`src/rtl/isi_seq_pkg.sv`:
```
// Shared types and default widths for the ISI timestamp sequencer.
package isi_seq_pkg;

  // Default widths: period counter, tstamp length, saturating tstamp counter.
  localparam int DEF_W_PER = 16;
  localparam int DEF_W_TS  = 8;
  localparam int DEF_W_CNT = 16;

  // Sequencer states.
  typedef enum logic [1:0] {
    IDLE  = 2'd0,
    ARM   = 2'd1,
    RUN   = 2'd2,
    DRAIN = 2'd3
  } seq_state_t;

endpackage

```
`src/rtl/clk_low_edge.sv`:
```
// Edge detector for clk_low, which is sampled as data in the clk_main domain.
module clk_low_edge (
  input  logic clk_main,
  input  logic clr,
  input  logic clk_low,
  output logic rise,
  output logic fall
);

  logic clk_low_de;

  // Delay clk_low by one clk_main; reset to 1 so a high clk_low right after clr is never seen as a rise.
  // NOTE: sequential state is written with <= so every register samples the pre-edge values.
  always_ff @(posedge clk_main) begin
    if (clr) begin
      clk_low_de <= 1'b1;
    end else begin
      clk_low_de <= clk_low;
    end
  end

  assign rise = clk_low & ~clk_low_de;
  assign fall = ~clk_low & clk_low_de;

endmodule

```
`src/rtl/isi_tstamp_sequencer.sv`:
```
// ISI timestamp sequencer: drives the gain-clock inhibit window (exp_w1) and the
// timestamp pulse train (tstamp/tstamp_de) while an ISI record is active.
// All state changes that the gain-clock generator sees happen on the clk_main
// edge after a clk_low fall, so they are stable at every clk_low rise.
module isi_tstamp_sequencer
  import isi_seq_pkg::*;
#(
  parameter int W_PER = DEF_W_PER,
  parameter int W_TS  = DEF_W_TS,
  parameter int W_CNT = DEF_W_CNT
) (
  input  logic             clk_main,
  input  logic             clr,
  input  logic             clk_low,
  input  logic             en,
  input  logic             s_isi_rec,
  input  logic [W_PER-1:0] cfg_period,
  input  logic [W_TS-1:0]  cfg_ts_len,
  output logic             exp_w1,
  output logic             exp_w1_de1,
  output logic             tstamp,
  output logic             tstamp_de,
  output logic [W_CNT-1:0] ts_cnt,
  output logic             busy,
  output logic             cfg_err
);

  seq_state_t       state;
  logic [W_PER-1:0] per_cnt;   // falls since the last tstamp rise, 0..P-1
  logic [W_PER-1:0] p_lat;     // latched cfg_period
  logic [W_TS-1:0]  l_lat;     // latched cfg_ts_len
  logic             rec_bad;   // current record has a bad config: no tstamps

  logic             fall;
  logic             rise_unused;  // the sequencer acts on falls only

  logic             rec_on;
  logic             cfg_bad;
  logic [W_PER-1:0] l_ext;
  logic [W_PER-1:0] p_last;
  logic [W_PER-1:0] ts_end;

  clk_low_edge u_edge (
    .clk_main (clk_main),
    .clr      (clr),
    .clk_low  (clk_low),
    .rise     (rise_unused),
    .fall     (fall)
  );

  // Record qualifier, config check and the per_cnt value at which tstamp drops.
  // NOTE: every always_comb output gets a default first so no latch can be inferred.
  always_comb begin
    rec_on  = en & s_isi_rec;
    cfg_bad = (cfg_period < W_PER'(2)) || (cfg_ts_len == '0);
    l_ext   = W_PER'(l_lat);
    p_last  = p_lat - W_PER'(1);
    // Clamping to P-1 leaves at least one low period before the next rise.
    ts_end  = (l_ext < p_last) ? l_ext : p_last;
  end

  // Sequencer FSM with registered outputs.
  always_ff @(posedge clk_main) begin
    if (clr) begin
      state      <= IDLE;
      per_cnt    <= '0;
      p_lat      <= '0;
      l_lat      <= '0;
      rec_bad    <= 1'b0;
      exp_w1     <= 1'b1;
      exp_w1_de1 <= 1'b1;
      tstamp     <= 1'b0;
      tstamp_de  <= 1'b0;
      ts_cnt     <= '0;
      busy       <= 1'b0;
      cfg_err    <= 1'b0;
    end else begin
      exp_w1_de1 <= exp_w1;

      // tstamp_de lags tstamp by exactly one clk_low period.
      if (fall) begin
        tstamp_de <= tstamp;
      end

      case (state)
        IDLE: begin
          if (rec_on) begin
            state <= ARM;
            busy  <= 1'b1;
          end
        end

        ARM: begin
          // Config is only captured here, aligned to a clk_low fall.
          if (fall) begin
            p_lat   <= cfg_period;
            l_lat   <= cfg_ts_len;
            rec_bad <= cfg_bad;
            if (cfg_bad) begin
              cfg_err <= 1'b1;
            end
            ts_cnt  <= '0;
            per_cnt <= '0;
            exp_w1  <= 1'b0;
            state   <= RUN;
          end
        end

        RUN: begin
          // A record drop takes priority over a coincident fall: no new tstamp.
          if (!rec_on) begin
            state <= DRAIN;
          end else if (fall) begin
            per_cnt <= (per_cnt == p_last) ? '0 : per_cnt + W_PER'(1);
            if (per_cnt == ts_end) begin
              tstamp <= 1'b0;
            end
            if ((per_cnt == '0) && !rec_bad) begin
              tstamp <= 1'b1;
              if (ts_cnt != '1) begin
                ts_cnt <= ts_cnt + W_CNT'(1);
              end
            end
          end
        end

        DRAIN: begin
          // Truncate any active tstamp, then close the window on the fall where tstamp_de clears.
          if (fall) begin
            tstamp <= 1'b0;
            if (!tstamp) begin
              exp_w1 <= 1'b1;
              busy   <= 1'b0;
              state  <= IDLE;
            end
          end
        end

        default: begin
          state <= IDLE;
          busy  <= 1'b0;
        end
      endcase
    end
  end

endmodule

```
`config.mk`:
```
export PLATFORM = sky130hd
export DESIGN_NAME = isi_tstamp_sequencer
export DESIGN_NICKNAME = d
export VERILOG_FILES = /design/src/rtl/isi_seq_pkg.sv /design/src/rtl/clk_low_edge.sv /design/src/rtl/isi_tstamp_sequencer.sv
export SDC_FILE = /design/constraint.sdc
export NUM_CORES = 1
export LEC_CHECK = 0
export CORE_ASPECT_RATIO = 1.1
export CORE_MARGIN = 1
export CORE_UTILIZATION = 45
export DETAILED_ROUTE_END_ITERATION = 12
export DONT_BUFFER_PORTS = 1
export PLACE_DENSITY_LB_ADDON = 0.08
export SYNTH_ARGS = -nofsm -noshare
export SYNTH_HDL_FRONTEND = slang
export SYNTH_HIERARCHICAL = 1
export SYNTH_SLANG_ARGS = --single-unit
```
`constraint.sdc`:
```
create_clock -name clk_main -period 3.8 [get_ports clk_main]
set_input_delay 0.76 -clock clk_main [delete_from_list [all_inputs] [get_ports clk_main]]
set_output_delay 0.76 -clock clk_main [all_outputs]
set_load 0.005 [all_outputs]
```
==> results.py <==
metrics = {
    "final_layout": {
        "syn_to_final_growth_pct": 7.74,
        "final_layout_size_suffix_gt1_share_pct": 8.43,
        "layout_common_cells": "77 x nand2_1, 66 x dfxtp_1, 41 x nor2_1",
        "final_area_um2": 4340,
        "final_common_cell": "nand2_1",
        "fin_nets": 549,
        "diodes": 0,
    },
    "power_and_ir_drop": {
        "leakagePower_nw": 1.57,
        "p_total_mw": 1.59,
        "p_seq_share_pct": 45.9,
        "clkPwrFrac_pct": 38.6,
        "ir_worst_vdd_v": 0.000180,
        "p_int_mw": 1.15,
        "combPwrFrac_pct": 15.4,
        "powerDensity_nw_per_um2": 367,
        "p_sw_share_pct": 27.8,
        "p_sw_mw": 0.442,
    },
    "cts": {
        "clockBufferDepth": 2,
        "cts_sinks": 66,
        "tritoncts": "done",
        "cts_inserted_buffers": 9,
        "clockRootBuffer": "clkbuf_8",
        "ctsHtreeMaxLevel": 3,
        "insertion_delay_ps": 350,
        "clk_pin_slew_ps": 70,
    },
    "critical_path": {
        "crit_chain": "inv_1 > ha_2 > or4b_4 > nor2_2 > xnor2_2 > ha_1 > nand4_1 > a211oi_2 > nor3_2 > nor4b_2 > buf_4 > clkdlybuf4s15_2 > nor3b_1 > or3_1 > nor3_1 > a31oi_1",
        "cp_top_family": "simple AND/OR/NAND/NOR gates",
        "r2r_end": "tstamp",
        "r2r_start": "p_lat[0]",
        "crit_path_start_kind": "flop",
        "crit_type": "reg2reg",
        "r2r_slack_ps": 210,
        "arrival_ps": 3820,
        "cp_slowest_stage_delay_ps": 510,
        "path_buf_inv": 3,
        "slowest_stage": "or4b_4",
        "worstPathRequired_ps": 4030,
        "worst-path-max-fanout": 7,
        "r2r_cells": 16,
        "endpoint_kind": "flop",
    },
    "detailed_routing": {
        "routedWlPerCell_um": 15.9,
        "drtIter0Drc": 208,
        "first_pass_iters": 6,
        "route.detailed.drc": 0,
        "vias_per_cell": 5.87,
        "antenna_left": 0,
        "routed_wl_mm": 9.89,
        "vias": 3645,
    },
    "floorplan": {
        "core_area_um2": 8540,
        "pin_count": 51,
        "die_h_um": 101,
        "fp.dieW_um": 92.2,
        "die-area_um2": 9330,
        "initial_core_util_pct": 47.2,
        "rows": 35,
    },
    "placed_design": {
        "port_buffers": 0,
        "gp_congestion": 0.809,
        "postPlaceCellArea_um2": 4090,
        "hpwlAfterDp_mm": 7.10,
    },
    "synthesis": {
        "ys.warnings.count": 6,
        "netlist_instances": 517,
        "synth_nets": 561,
        "synth.avg_cell_area_um2": 7.79,
        "synth.cell_area_um2": 4030,
    },
    "sta": {
        "tns_ps": 0,
        "post-route-min-period_ps": 3590,
        "max_freq_ghz": 0.278,
        "slew-limit-headroom_pct": 45.0,
        "finalHoldViolCount": 0,
        "report.final.slew_viol_count": 0,
        "post-route-period-util_pct": 94.6,
        "finalSetupViolations": 0,
        "hold_ws_ps": 476,
        "fin_skew_ps": 7.94,
        "rsz0062_at_grt": "no",
        "worst_pin_slew_ps": 825,
    },
    "global_routing": {
        "antenna_found_initial": 0,
        "gr-total-overflow": 0,
        "grt_pass1_wl_mm": 16.2,
        "track_usage_pct": 21.9,
        "grt_max_degree": 53,
        "grt_pass1_vias": 3345,
    },
    "hold_path": {
        "min-delay-start": "clr",
        "holdPathEnd": "ts_cnt[1]",
        "hold_depth": 1,
        "min_path_type": "in2reg",
    },
    "job": {
        "drv_cap": 0,
    },
    "outcome": {
        "outcome": "finished clean",
    },
}
==> registers in the layout, summed over array words and instances (netlist names) <==
signal             flops
busy                   1
cfg_err                1
exp_w1                 1
exp_w1_de1             1
l_lat                  8
p_lat                 16
per_cnt               16
rec_bad                1
state                  2
ts_cnt                16
tstamp                 1
tstamp_de              1
u_edge/clk_low_de      1
==> repair_timing <==
item | in CTS | in global routing
resized for setup | 0 | 6
buffers inserted | 0 | 1
hold buffers | 0 | 0
setup endpoints to repair | 0 | 1
==> area by class of cell <==
class | instances | area, um2
fill | 878 | 4200
multi-input combinational | 405 | 2550
sequential | 66 | 1320
clock buffer | 11 | 151
tap | 111 | 139
timing repair buffer | 10 | 78.8
clock inverter | 5 | 52.6
inverter | 13 | 48.8
==> worst register-to-register path, stage by stage, from the launching register on <==
cell and delay [ps]:
dfxtp_1 380, inv_1 110, ha_2 210, or4b_4 510
nor2_2 140, xnor2_2 130, ha_1 320, nand4_1 110
a211oi_2 240, nor3_2 100, nor4b_2 210, buf_4 160
clkdlybuf4s15_2 240, nor3b_1 60, or3_1 310, nor3_1 140
a31oi_1 100
==> worst max path at each step <==
stage	end	from	slack [ps]	depth (start not counted)
floorplan	tstamp	p_lat[0]	350	14
global placement	tstamp	p_lat[0]	60	15
detailed placement	tstamp	p_lat[0]	100	15
CTS	tstamp	p_lat[0]	60	15
global route	tstamp	p_lat[0]	10	16
finish	tstamp	p_lat[0]	210	16
==> routing by layer <==
layer | wire [um] | GRT usage [%] | part of all wire, %
met5 | 0 | 0 | 0
met4 | 163 | 8.53 | 1.6
met3 | 315 | 3.75 | 3.2
met2 | 4620 | 35.0 | 47
met1 | 4790 | 29.6 | 48
==> power by group through the flow <==
stage          Sequential, mW  Combinational (mW)  Clock, mW
2_1_floorplan           0.737               0.202          0
3_3_place_gp            0.746               0.233          0
3_5_place_dp            0.746               0.240          0
4_1_cts                 0.730               0.240      0.638
5_1_grt                 0.733               0.279      0.662
6_report                0.730               0.245      0.614
==> through the flow <==
step / cells / worst slack, ps / utilization (%)
after CTS: 619 / 62.8 / 50.3
after floorplan: 517 / 353 / -
after global placement: 603 / 63.8 / 47.9
after global routing: 621 / 10.3 / 50.8
final: 621 / 206 / 50.8
after detailed placement: 603 / 104 / 47.9
No activity file was read; power rests on OpenSTA's default activity.
